<file path="src/rtl/alu_mul_sequencer.sv">
// Shift-add 32x32 -> low-32 multiplier controller that borrows the datapath ALU
// for every add and shift instead of owning private arithmetic.
module alu_mul_sequencer #(
    parameter bit EARLY_EXIT = 1'b1
) (
    input  logic        clk,
    input  logic        rst,
    input  logic        start,
    input  logic [31:0] mcand,
    input  logic [31:0] mplier,
    output logic        busy,
    output logic        done,
    output logic [31:0] product,
    output logic [3:0]  alu_op,
    output logic [31:0] alu_op1,
    output logic [31:0] alu_op2,
    input  logic [31:0] alu_result,
    input  logic        alu_zero
);

    localparam logic [3:0] OP_AND = 4'b0000;
    localparam logic [3:0] OP_OR  = 4'b0001;
    localparam logic [3:0] OP_ADD = 4'b0010;
    localparam logic [3:0] OP_SRL = 4'b1000;
    localparam logic [3:0] OP_SLL = 4'b1001;

    typedef enum logic [2:0] {
        S_IDLE  = 3'd0,
        S_CHECK = 3'd1,
        S_ADD   = 3'd2,
        S_SHL   = 3'd3,
        S_SHR   = 3'd4,
        S_DONE  = 3'd5
    } state_t;

    state_t      state_r;
    state_t      state_next_s;
    logic [31:0] acc_r;
    logic [31:0] mc_r;
    logic [31:0] mp_r;
    logic [5:0]  cnt_r;
    logic        busy_r;
    logic        done_r;
    logic        exit_s;

    // ALU drive is a pure function of the current state so the result is usable this cycle.
    always_comb begin
        alu_op  = OP_ADD;
        alu_op1 = 32'd0;
        alu_op2 = 32'd0;
        case (state_r)
            S_CHECK: begin
                alu_op  = OP_OR;
                alu_op1 = mp_r;
                alu_op2 = 32'd0;
            end
            S_ADD: begin
                alu_op  = OP_ADD;
                alu_op1 = acc_r;
                alu_op2 = mc_r;
            end
            S_SHL: begin
                alu_op  = OP_SLL;
                alu_op1 = mc_r;
                alu_op2 = 32'd1;
            end
            S_SHR: begin
                alu_op  = OP_SRL;
                alu_op1 = mp_r;
                alu_op2 = 32'd1;
            end
            default: begin
                alu_op  = OP_ADD;
                alu_op1 = 32'd0;
                alu_op2 = 32'd0;
            end
        endcase
    end

    // The counter limit wins over everything, so cnt can never pass 32.
    assign exit_s = (EARLY_EXIT && alu_zero) || (cnt_r == 6'd32);

    // Next-state decode.
    always_comb begin
        state_next_s = state_r;
        case (state_r)
            S_IDLE: begin
                if (start) begin
                    state_next_s = S_CHECK;
                end else begin
                    state_next_s = S_IDLE;
                end
            end
            S_CHECK: begin
                if (exit_s) begin
                    state_next_s = S_DONE;
                end else if (mp_r[0]) begin
                    state_next_s = S_ADD;
                end else begin
                    state_next_s = S_SHL;
                end
            end
            S_ADD:   state_next_s = S_SHL;
            S_SHL:   state_next_s = S_SHR;
            S_SHR:   state_next_s = S_CHECK;
            S_DONE:  state_next_s = S_IDLE;
            default: state_next_s = S_IDLE;
        endcase
    end

    // State, datapath registers and registered status flags.
    always_ff @(posedge clk) begin
        if (rst) begin
            state_r <= S_IDLE;
            acc_r   <= 32'd0;
            mc_r    <= 32'd0;
            mp_r    <= 32'd0;
            cnt_r   <= 6'd0;
            busy_r  <= 1'b0;
            done_r  <= 1'b0;
        end else begin
            state_r <= state_next_s;
            busy_r  <= (state_next_s != S_IDLE);
            done_r  <= (state_next_s == S_DONE);
            case (state_r)
                S_IDLE: begin
                    if (start) begin
                        acc_r <= 32'd0;
                        mc_r  <= mcand;
                        mp_r  <= mplier;
                        cnt_r <= 6'd0;
                    end
                end
                S_ADD: acc_r <= alu_result;
                S_SHL: mc_r  <= alu_result;
                S_SHR: begin
                    mp_r  <= alu_result;
                    cnt_r <= cnt_r + 6'd1;
                end
                default: begin
                    acc_r <= acc_r;
                end
            endcase
        end
    end

    assign busy    = busy_r;
    assign done    = done_r;
    assign product = acc_r;

endmodule

</file>
<file path="config.mk">
export PLATFORM = sky130hd
export DESIGN_NAME = alu_mul_sequencer
export DESIGN_NICKNAME = d
export VERILOG_FILES = /design/src/rtl/alu_mul_sequencer.sv
export SDC_FILE = /design/constraint.sdc
export NUM_CORES = 1
export LEC_CHECK = 0
export CAP_MARGIN = 20
export CORE_UTILIZATION = 45
export DETAILED_ROUTE_END_ITERATION = 6
export PLACE_DENSITY = 0.82
export SKIP_LAST_GASP = 1
export SLEW_MARGIN = 20
export SYNTH_ARGS = -nofsm -noshare
export SYNTH_HDL_FRONTEND = slang
export SYNTH_SLANG_ARGS = --single-unit
</file>
<file path="constraint.sdc">
create_clock -name clk -period 2.3 [get_ports clk]
set_input_delay 0.46 -clock clk [delete_from_list [all_inputs] [get_ports clk]]
set_output_delay 0.46 -clock clk [all_outputs]
set_load 0.005 [all_outputs]
</file>
# [Word-level counts from Yosys, hierarchy flattened]
# Cells that the tools add are included.
[word_totals] reg_bits=107 in_bits=100 wordCells=41
[op_classes] addsub=1 n_eq_ne=7 mux=15 n_reduce_logical=11
[ops] cell="case mux 32 bit (2 select lines)" n=4
[ops] cell="2-to-1 mux 32 bit" n=3
[ops] cell="case mux 32 bit (3 select lines)" n=1
[ops] cell="case mux 3 bit (5 select lines)" n=1
[ops] cell="case mux 4 bit (3 select lines)" n=1
[ops] cell="case mux 6 bit (2 select lines)" n=1
[ops] cell="adder 6 x 1 -> 6 bit, second input constant" n=1
[ops] cell="equality test 3 x 2 -> 1 bit, second input constant" n=2
[ops] cell="equality test 3 bit, second input constant" n=2
[ops] cell="equality test 6 bit, second input constant" n=1
[ops] cell="2-to-1 mux 6 bit" n=1
[ops] cell="AND reduction 2 bit" n=3
[ops] cell="nonzero test 2 bit" n=3
[ops] cell="OR reduction 2 bit" n=2
[ops] cell="equality test 3 x 1 -> 1 bit, second input constant" n=1
[ops] cell="logical NOT 3 bit" n=1
[ops] cell="2-to-1 mux 3 bit" n=1
[ops] cell="nonzero test 3 bit" n=1
[ops] cell="2-to-1 mux 1 bit" n=2
[ops] cell="!= test 2 bit, second input constant" n=1
[ops] cell="logical OR 1 bit" n=1

# [Depth between registers and ports, before layout]
# Gate-level depths: netlist (run 1).
[logic_depth] depth_word=5 depth_mapped=7

# [Worst setup path after synthesis (run 1)]
# OpenSTA, ideal clock, no wires.
[synth_timing] kind="reg2out" start="reg state_r[0]" end="out alu_op2[31]" arrival_time_ns=1.292 required_ns=1.840 path_slack_ns=0.548 path_stages_with_launch=5 path_cell_list="dfxtp_1 > buf_2 > nor3b_2 > clkbuf_1 > and2_1"
[synth_via] elab_chain_cells=3 elab_cells_between_ends=5 classes_between="eq/ne: 3; mux: 1; reduce/logical: 1"
[synth_lines] element="start, declared" line="36" source="state_t state_r;"
[synth_lines] element="start signal, assigned" line="122" source="state_r <= state_next_s;"
[synth_lines] element="equality test 3 bit or equality test 3 x 2 -> 1 bit (tied branches)" line="51" source="case (state_r)"
[synth_lines] element="OR reduction 2 bit (no source line)"
[synth_lines] element="case mux 32 bit (2 select lines) (*)" line="51"
[synth_lines] element="end, declared" line="16" source="output logic [31:0] alu_op2,"
# Mark *: on every way between the ends. The rest lies on a longest branch, timed or not.

# [Worst setup path after layout (run 1)]
[layout_timing] start="reg state_r[0]" end="out alu_op1[20]"
[layout_via] elab_chain_cells=3 elab_cells_between_ends=6 classes_between="eq/ne: 4; mux: 1; reduce/logical: 1"
[layout_lines] element="equality test 3 bit or equality test 3 x 1 -> 1 bit (tied branches)" line="51"
[layout_lines] element="OR reduction 2 bit (no source line)"
[layout_lines] element="case mux 32 bit (3 select lines) (*)" line="51"
[layout_lines] element="end, declared" line="15" source="output logic [31:0] alu_op1,"
# Marks and branches as above.

==> reports/qor.log, run 1 <==
INFO  floorplanning  core-area=11500um2
INFO  layout         layout-area-overhead-vs-synth=56.2%
INFO  layout         final_layout_size_suffix_gt1_share=10.6%
INFO  routing        drt_iter0_markers=432
INFO  placement      placed_cells_incl_taps=954
INFO  setup_path     worstReg2RegStart=state_r[0]$_SDFF_PP0_
INFO  timing         report.final.setup_viol=19
INFO  placement      globalplace.congestion=0.847
INFO  logic_synthesis synth_sequential_area_ratio=40.1%
INFO  logic_synthesis synth_flop_cell=dfxtp_1
INFO  logic_synthesis warning_count_from_the_yosys_run=0
INFO  clock_tree     cts-root-buf=clkbuf_16
INFO  routing        avgRoutedWirePerCell=19.7um
INFO  timing         fin_worst_skew=5.83ps
INFO  layout         ff_latch_area=2150um2
INFO  timing         post-route-period-util=105%
INFO  global_routing grt_pass1_wl=30300um
INFO  global_routing pin_count_of_the_biggest_net_entering_global_routing=65
INFO  setup_path     critical_path.reg2reg.endpoint=product[5]$_SDFFE_PP0P_
INFO  layout         multi_input_comb_area=2910um2
INFO  timing         hold-worst-slack=494ps
INFO  routing        remaining_drc_errors=0
INFO  timing         timing_max_transition_violations_final=0
INFO  timing         max_freq=0.413GHz
INFO  global_routing groute.usage.overall=30.9%
INFO  logic_synthesis ys_seq_elements=107
INFO  routing        detail_route.first_pass.iterations=5
INFO  clock_tree     tritoncts_clock_tree=yes
INFO  layout         num-nets-final=950
INFO  floorplanning  die_height=111um
INFO  min_path       whs_path_depth=2
INFO  routing        drt-total-wl=19600um
INFO  power_and_ir_drop cellLeakagePower=3.84nW
INFO  logic_synthesis post_synth_edffs=0
INFO  layout         insertedDiodeCount=0
INFO  logic_synthesis synthesis.instances=647
INFO  timing         slew-limit-headroom=45.1%
INFO  floorplanning  die-area=12300um2
INFO  floorplanning  die_width=111um
INFO  min_path       timing.hold.worst.class=reg2reg
INFO  min_path       hold_path_startpoint=product[14]$_SDFFE_PP0P_
INFO  timing         hold_viol_final=0
INFO  run_status     status=finished with violations
INFO  logic_synthesis avg_synthesized_cell_area=8.25um2
INFO  timing         tightest_slew=824ps
INFO  setup_path     critical_path.endpoint_type=primary output
INFO  clock_tree     clk-insertion-delay-late=350ps
INFO  global_routing antenna_found_initial=0
INFO  layout         finish.cell_count_without_fillers=996
INFO  placement      numPortBuffers=200
INFO  floorplanning  initial_core_util=46.6%
INFO  setup_path     critPathArrivalTime=1960ps
INFO  setup_path     start_kind=register
INFO  clock_tree     cts_htree_levels=3
INFO  clock_tree     clkSlewWorstSetupHoldPaths=70ps
INFO  setup_path     ff2ff_setup_slack=270ps
INFO  logic_synthesis net_count_after_synthesis=749
INFO  global_routing overall_overflow_remaining_after_global_route=0
INFO  routing        vias=5901
INFO  floorplanning  top_level_ports=202
INFO  clock_tree     cts_buffer_depth=2
INFO  power_and_ir_drop p_total=0.00549W
INFO  placement      detailed_place_hpwl=12200um
INFO  floorplanning  num_rows=39
INFO  logic_synthesis synth_cell_type_count=39
INFO  min_path       hold_path_end=product[14]$_SDFFE_PP0P_
INFO  routing        detail_route.vias_per_cell=5.92
INFO  logic_synthesis async_sr_flop_fraction=0%
INFO  routing        ant_nets=0
INFO  job            maxCapViolCount=0
INFO  timing         timing.final.ws_setup=-123ps
INFO  power_and_ir_drop power.density_cell_area=658nW/um2
INFO  layout         final_core_utilization=72.7%
INFO  timing         final_period_minus_worst_setup_slack=2420ps
INFO  global_routing via_count_of_the_first_global_routing_pass=5854
INFO  power_and_ir_drop max-vdd-ir-drop=0.349mV
INFO  setup_path     worst_r2r_path_depth=5
INFO  setup_path     critical_path.max_fanout=6
INFO  logic_synthesis post_synth_instance_area=5340um2
INFO  clock_tree     total_cts_buffers=9
INFO  run_status     failed_checks=setup timing
INFO  timing         rsz0062_at_grt=yes
INFO  clock_tree     sink_count=107
INFO  layout         nFillCells=832
INFO  clock_tree     cts.hold.buffers_added=0
INFO  setup_path     critPathKind=reg2out
INFO  setup_path     worst-endpoint-required=1840ps
==> through the flow <==
| stage | setup WS [ps] | TNS (ps) | cell area, um2 |
|---|---|---|---|
| after floorplan | 548 | 0 | 5340 |
| after global placement | 120 | 0 | 7550 |
| after detailed placement | 78.7 | 0 | 7550 |
| after CTS | -160 | -4240 | 8150 |
| after global routing | -157 | -2210 | 8340 |
| final | -123 | -896 | 8340 |
==> critical path: stages, from the launching register on <==
cell and delay [ps]:
dfxtp_4 390, xnor2_4 210, nor2_4 60, buf_12 130, buf_12 120, buf_16 120
buf_4 160, o2bb2ai_1 140, dlygate4sd2_1 280
==> flip-flops by register name, indices dropped and copies added (netlist names) <==
name	cells
mp_r	32
done	1
product	32
cnt_r	6
state_r	3
mc_r	32
busy	1
==> worst max-delay path by stage <==
| stage | startpoint | endpoint | slack (ps) |
|---|---|---|---|
| CTS | state_r[2]$_SDFF_PP0_ | alu_op2[4] | -160 |
| global route | state_r[0]$_SDFF_PP0_ | alu_op1[31] | -160 |
| finish | state_r[0]$_SDFF_PP0_ | alu_op1[20] | -120 |
| floorplan | state_r[0]$_SDFF_PP0_ | alu_op2[31] | 550 |
| global placement | state_r[1]$_SDFF_PP0_ | alu_op2[4] | 120 |
| detailed placement | state_r[2]$_SDFF_PP0_ | alu_op2[16] | 80 |
==> placed cells by master (no fill, tap or decap), drive strengths merged, types with 3 or more instances in the layout <==
cell type,Yosys,final
a211oi,7,7
or2,3,3
dlygate4sd2,0,34
dfxtp,107,107
nor3b,3,3
clkdlybuf4s50,0,134
bufinv,0,3
and2,31,31
buf,21,55
nor2,43,43
nand2,35,35
dlymetal6s2s,0,30
o21ai,62,62
a21oi,96,96
o2bb2ai,32,32
nor3,33,33
nand3,33,33
nor4b,3,3
clkbuf,46,14
mux2i,65,65
inv,3,3
==> kinds of logic (layout without fill, tap and decap cells) <==
group	Yosys count	after routing	share of synthesized area, %
DFF	107	107	40.1
muxes	65	65	12.2
and+or+nand+nor	195	195	18.3
AOI/OAI and AO/OA	206	206	22.5
buffers and inverters	70	276	6.23
adders and majority gates	2	2	0.469
other	1	1	0.0702
xor gates and xnor gates	1	1	0.164
==> cells in the mapped netlist, drive strengths merged, types with 3 or more instances <==
master | count | area, um2
a211oi | 7 | 52.6
a21oi | 96 | 480
and2 | 31 | 194
buf | 21 | 149
clkbuf | 46 | 173
dfxtp | 107 | 2140
inv | 3 | 11.3
mux2i | 65 | 651
nand2 | 35 | 131
nand3 | 33 | 165
nor2 | 43 | 161
nor3 | 33 | 165
nor3b | 3 | 27.5
nor4b | 3 | 26.3
o21ai | 62 | 310
o2bb2ai | 32 | 280
or2 | 3 | 18.8
==> metal layers <==
metal / track usage, % / up-vias / wire (um)
met5: 0 / - / 0
met4: 12.3 / 0 / 599
met3: 5.41 / 54 / 1560
met2: 54.2 / 353 / 9750
met1: 37.2 / 2775 / 7680
li1: - / 2719 / -
==> power by group <==
| group | leakage (nW) | internal, W | total, W | switching [W] |
|---|---|---|---|---|
| clock network | 0.176 | 0.00113 | 0.00184 | 0.000708 |
| registers | 0.878 | 0.00202 | 0.00214 | 0.000120 |
| logic | 2.79 | 0.000803 | 0.00152 | 0.000715 |
| total | 3.84 | 0.00395 | 0.00549 | 0.00154 |
==> cell type report <==
cell class                 instances  share of cell area [%]
multi-input combinational        470                    34.9
inverter                           3                   0.135
clock inverter                     5                    1.29
timing repair buffer             257                    32.7
sequential                       107                    25.8
tap                              143                    2.15
clock buffer                      11                    3.03
==> what timing repair did <==
item                                    in CTS  in global routing
buffers inserted                            17                  5
gates cloned                                 4                  2
gates resized for setup                     50                 41
endpoints found under the setup margin      66                 45
pin swaps                                    0                  1
Power figures use the tool's default switching activity.
==> run 2: changes to the inputs <==
CELL_PAD_IN_SITES_DETAIL_PLACEMENT = 1   (was unset)
CELL_PAD_IN_SITES_GLOBAL_PLACEMENT = 1   (was unset)
CORE_UTILIZATION = 32   (was 45)
PLACE_DENSITY = unset   (was 0.82)
PLACE_DENSITY_LB_ADDON = 0.1   (was unset)
==> reports/qor.log, run 2 (synthesis gave the netlist of run 1 again) <==
INFO  run_status     status=finished with violations
INFO  run_status     failed_checks=setup timing
INFO  global_routing antenna_found_initial=1
INFO  routing        remaining_drc_errors=0
INFO  routing        vias=5626
INFO  timing         max_freq=0.406GHz
INFO  setup_path     worstReg2RegStart=state_r[0]$_SDFF_PP0_
INFO  setup_path     ff2ff_setup_slack=400ps
INFO  layout         layout-area-overhead-vs-synth=52.0%
INFO  floorplanning  core-area=16100um2
INFO  global_routing via_count_of_the_first_global_routing_pass=6042
INFO  clock_tree     cts_htree_levels=3
INFO  global_routing pin_count_of_the_biggest_net_entering_global_routing=65
INFO  layout         final_common_cell=clkdlybuf4s50_1
INFO  timing         tightest_slew=921ps
INFO  min_path       whs_path_depth=1
INFO  floorplanning  num_rows=46
INFO  min_path       hold_path_end=state_r[0]$_SDFF_PP0_
INFO  placement      numPortBuffers=200
INFO  setup_path     start_kind=register
INFO  setup_path     critPathArrivalTime=2000ps
INFO  routing        drt_iter0_markers=310
INFO  setup_path     worst_r2r_path_depth=5
INFO  timing         slew-limit-headroom=38.6%
INFO  clock_tree     total_cts_buffers=9
INFO  placement      globalplace.congestion=0.791
INFO  power_and_ir_drop power.density_cell_area=631nW/um2
INFO  timing         final_period_minus_worst_setup_slack=2460ps
INFO  clock_tree     cts_buffer_depth=2
INFO  min_path       timing.hold.worst.class=reg2reg
INFO  clock_tree     clkSlewWorstSetupHoldPaths=70ps
INFO  floorplanning  die-area=17200um2
INFO  global_routing groute.usage.overall=24.1%
INFO  routing        detail_route.first_pass.iterations=4
INFO  layout         most-common-layout-cells=clkdlybuf4s50_1, dfxtp_1, a21oi_1, mux2i_1, o21ai_0
INFO  floorplanning  top_level_ports=202
INFO  job            maxCapViolCount=0
INFO  routing        drt-total-wl=20800um
INFO  global_routing grt_pass1_wl=32900um
INFO  clock_tree     clk-insertion-delay-late=350ps
INFO  timing         report.final.setup_viol=25
INFO  min_path       hold_path_startpoint=mp_r[0]$_SDFFE_PP0P_
INFO  placement      detailed_place_hpwl=14100um
INFO  timing         hold_viol_final=0
INFO  placement      pre_cts_ws=109ps
INFO  setup_path     critical_path.max_fanout=17
INFO  layout         nFillCells=1835
INFO  clock_tree     cts-root-buf=clkbuf_16
INFO  floorplanning  initial_core_util=33.2%
INFO  setup_path     critPathKind=reg2out
INFO  setup_path     worst-endpoint-required=1840ps
INFO  timing         fin_worst_skew=7.93ps
INFO  placement      placedInstanceArea=7600um2
INFO  setup_path     critical_path.reg2reg.endpoint=mc_r[27]$_SDFFE_PP0P_
INFO  power_and_ir_drop max-vdd-ir-drop=0.460mV
INFO  layout         design_area=8110um2
INFO  timing         post-route-period-util=107%
INFO  power_and_ir_drop cellLeakagePower=3.34nW
INFO  power_and_ir_drop p_total=0.00512W
INFO  timing         timing.final.ws_setup=-161ps
INFO  timing         timing_max_transition_violations_final=0
INFO  layout         num-nets-final=940
INFO  timing         rsz0062_at_grt=yes
INFO  routing        avgRoutedWirePerCell=19.7um
INFO  setup_path     critical_path.endpoint_type=primary output
INFO  clock_tree     sink_count=107
INFO  floorplanning  die_width=131um
INFO  clock_tree     tritoncts_clock_tree=yes
INFO  global_routing overall_overflow_remaining_after_global_route=0
INFO  routing        detail_route.vias_per_cell=5.31
INFO  routing        ant_nets=0
INFO  layout         final_layout_size_suffix_gt1_share=9.37%
INFO  timing         hold-worst-slack=490ps
INFO  floorplanning  die_height=131um
## run 2: cell count changes in the layout (fill, tap and decap cells not counted), moves of 2 or more
cell             previous run  this run
dlygate4sd2_1              34        25
clkinv_2                    0         2
clkdlybuf4s15_1             0         4
clkdlybuf4s50_1           134       159
clkbuf_16                  11         9
dlymetal6s2s_1             30        11
bufinv_16                   3         1
buf_12                     12         7
buf_16                      2         0
## run 2: timing repair
item / CTS / global route
endpoints found under the setup margin: 67 / 43
pin swaps: 1 / 0
buffers inserted: 11 / 6
cloned: 1 / 0
hold buffers: 0 / 0
gates resized for setup: 38 / 20
## run 2: metrics by stage
| stage | std cells | setup TNS (ps) | util (%) |
|---|---|---|---|
| 4_1_cts | 1053 | -2570 | 49.9 |
| 3_3_place_gp | 1025 | 0 | 47.3 |
| 5_1_grt | 1060 | -3570 | 50.5 |
| 2_1_floorplan | 647 | 0 | - |
| 3_5_place_dp | 1025 | 0 | 47.3 |
| 6_report | 1060 | -1740 | 50.5 |
## run 2: worst max path at each step
| stage | endpoint | start | cells after the start |
|---|---|---|---|
| final | alu_op1[24] | state_r[2]$_SDFF_PP0_ | 4 |
| after global routing | alu_op1[24] | state_r[2]$_SDFF_PP0_ | 4 |
| after CTS | alu_op1[8] | state_r[0]$_SDFF_PP0_ | 5 |
| after detailed placement | alu_op2[19] | state_r[1]$_SDFF_PP0_ | 4 |
| after global placement | mc_r[31]$_SDFFE_PP0P_ | start | 5 |
| after floorplan | alu_op2[31] | state_r[0]$_SDFF_PP0_ | 4 |
## run 2: area by class of cell
class	instances	area, um2	share of cell area (%)
clock inverters	4	48.8	0.601
repair buffers	247	2470	30.5
diodes	1	2.50	0.0308
flip-flops and latches	107	2150	26.5
multi-input cells	470	2900	35.7
inverters	3	11.3	0.139
well taps	216	270	3.33
clock buffers	12	256	3.16
## run 2: worst max-delay path, cell delays in order, from the launching register on
cell	delay, ps
dfxtp_4	370
nand2b_2	210
buf_4	230
o2bb2ai_1	270
clkdlybuf4s50_1	560
## run 2: routing by layer
metal / track usage (%) / up-vias / routed length (um)
li1: - / 2692 / -
met1: 28.7 / 2753 / 8940
met2: 42.4 / 162 / 10400
met3: 5.56 / 19 / 1140
met4: 8.04 / 0 / 328
met5: 0 / - / 0
## run 2: where the power goes
part | total (W) | switching, W | internal [W]
clock | 0.00162 | 0.000712 | 0.000904
sequential | 0.00214 | 0.000120 | 0.00202
combinational | 0.00137 | 0.000673 | 0.000697
==> run 3: changes to the inputs <==
CORE_ASPECT_RATIO = 0.7   (was unset)
==> reports/qor.log, run 3 (synthesis gave the netlist of run 1 again) <==
INFO  timing         timing_max_transition_violations_final=0
INFO  setup_path     ff2ff_setup_slack=230ps
INFO  power_and_ir_drop p_total=0.00527W
INFO  clock_tree     total_cts_buffers=9
INFO  clock_tree     clk-insertion-delay-late=350ps
INFO  clock_tree     cts.hold.buffers_added=0
INFO  timing         report.final.setup_viol=15
INFO  timing         rsz0062_at_grt=yes
INFO  layout         finish.cell_count_without_fillers=1065
INFO  clock_tree     cts-root-buf=clkbuf_16
INFO  clock_tree     clkSlewWorstSetupHoldPaths=80ps
INFO  routing        ant_nets=0
INFO  clock_tree     cts_htree_levels=3
INFO  layout         most-common-layout-cells=clkdlybuf4s50_1, dfxtp_1, a21oi_1, mux2i_1, o21ai_0
INFO  timing         hold_viol_final=0
INFO  routing        drt-total-wl=21500um
INFO  setup_path     crit_start=state_r[0]$_SDFF_PP0_
INFO  layout         layout-area-overhead-vs-synth=55.8%
INFO  power_and_ir_drop power.density_cell_area=634nW/um2
INFO  clock_tree     sink_count=107
INFO  setup_path     critical_path.max_fanout=6
INFO  power_and_ir_drop p_clk_share=32.4%
INFO  routing        drt_iter0_markers=378
INFO  layout         final_layout_size_suffix_gt1_share=9.17%
INFO  power_and_ir_drop cell_internal_pwr=0.00371W
INFO  power_and_ir_drop switchingPower=0.00156W
INFO  global_routing antenna_found_initial=0
INFO  setup_path     worst_r2r_path_depth=6
INFO  layout         final_common_cell=clkdlybuf4s50_1
INFO  global_routing overall_overflow_remaining_after_global_route=0
INFO  placement      globalplace.congestion=0.773
INFO  global_routing pin_count_of_the_biggest_net_entering_global_routing=65
INFO  global_routing groute.usage.overall=24.1%
INFO  power_and_ir_drop comb_power_share=27.2%
INFO  setup_path     worstReg2RegStart=state_r[1]$_SDFF_PP0_
INFO  layout         insertedDiodeCount=0
INFO  routing        avgRoutedWirePerCell=20.2um
INFO  min_path       hold_path_startpoint=product[26]$_SDFFE_PP0P_
INFO  global_routing grt_pass1_wl=31500um
INFO  power_and_ir_drop pwr-share-seq=40.5%
INFO  min_path       whs_path_depth=2
INFO  layout         num-nets-final=937
INFO  power_and_ir_drop max-vdd-ir-drop=0.338mV
INFO  routing        detail_route.first_pass.iterations=4
INFO  setup_path     critical_path.endpoint_type=primary output
INFO  timing         max_freq=0.414GHz
INFO  floorplanning  die-area=17200um2
INFO  setup_path     critical_path.reg2reg.endpoint=mc_r[8]$_SDFFE_PP0P_
INFO  timing         tightest_slew=950ps
INFO  setup_path     worst-endpoint-required=1840ps
INFO  floorplanning  num_rows=39
INFO  power_and_ir_drop sw_frac_of_total=29.6%
INFO  power_and_ir_drop cellLeakagePower=3.88nW
INFO  placement      detailed_place_hpwl=14100um
INFO  floorplanning  initial_core_util=32.8%
INFO  global_routing via_count_of_the_first_global_routing_pass=5669
INFO  floorplanning  top_level_ports=202
INFO  routing        detail_route.vias_per_cell=5.27
INFO  clock_tree     tritoncts_clock_tree=yes
INFO  floorplanning  core-area=16300um2
INFO  routing        remaining_drc_errors=0
INFO  setup_path     start_kind=register
INFO  timing         slew-limit-headroom=36.7%
INFO  run_status     failed_checks=setup timing
INFO  floorplanning  die_width=156um
INFO  timing         final_period_minus_worst_setup_slack=2420ps
INFO  job            maxCapViolCount=0
INFO  floorplanning  die_height=110um
INFO  placement      numPortBuffers=200
INFO  timing         fin_worst_skew=7.35ps
INFO  timing         post-route-period-util=105%
INFO  timing         timing.final.ws_setup=-116ps
INFO  layout         final_core_utilization=51.0%
INFO  run_status     status=finished with violations
INFO  placement      placed_cells_incl_taps=1031
INFO  min_path       timing.hold.worst.class=reg2reg
INFO  routing        vias=5615
INFO  setup_path     critPathArrivalTime=1960ps
INFO  clock_tree     cts_buffer_depth=2
INFO  min_path       hold_path_end=product[26]$_SDFFE_PP0P_
INFO  setup_path     critPathKind=reg2out
run 3: repair_timing:
item,4_1_cts,5_1_grt
pin swaps,0,1
setup endpoints to repair,67,61
setup buffers,4,10
gates cloned,2,3
gates resized for setup,19,50
run 3: how the worst max path moves through the flow:
stage | to | cells past startpoint
detailed placement | mc_r[0]$_SDFFE_PP0P_ | 5
finish | alu_op1[22] | 6
floorplan | alu_op2[31] | 4
global placement | mc_r[5]$_SDFFE_PP0P_ | 5
CTS | alu_op1[2] | 5
global route | alu_op1[2] | 6
run 3: cell type report:
cell class | instances | area, um2
tap | 225 | 282
multi-input combinational | 470 | 2910
timing repair buffer | 244 | 2640
fill | 1901 | 7980
sequential | 107 | 2150
clock inverter | 7 | 100
clock buffer | 9 | 225
inverter | 3 | 11.3
run 3: through the flow:
stage	hold slack [ps]	area (um2)	setup WS, ps	setup TNS (ps)
after floorplan	439	5340	548	0
after global placement	470	7600	62.6	0
after detailed placement	485	7600	-6.34	-6.34
after CTS	494	8050	-127	-4050
after global routing	513	8320	-182	-2520
final	489	8320	-116	-1310
run 3: worst max-delay path, cell delays in order (launching register included):
cell and delay [ps]:
dfxtp_4 390, xnor2_2 160, nor2_4 100, buf_12 140, clkbuf_16 150, o2bb2ai_1 130, clkdlybuf4s50_1 540
run 3: metal layers:
layer	routed length, um	GRT usage [%]	part of all wire [%]	vias to the layer above
li1	-	-	-	2693
met5	0	0	0	-
met1	9920	31.6	46	2743
met3	1580	6.45	7.3	8
met4	89	4.69	0.41	0
met2	9950	39.9	46	171
run 3: power groups by stage:
stage | Clock, W | Combinational (W) | Sequential [W]
floorplan | 0 | 0.000692 | 0.00213
global placement | 0 | 0.00130 | 0.00216
detailed placement | 0 | 0.00132 | 0.00217
CTS | 0.00174 | 0.00136 | 0.00213
global route | 0.00181 | 0.00154 | 0.00216
finish | 0.00171 | 0.00143 | 0.00213
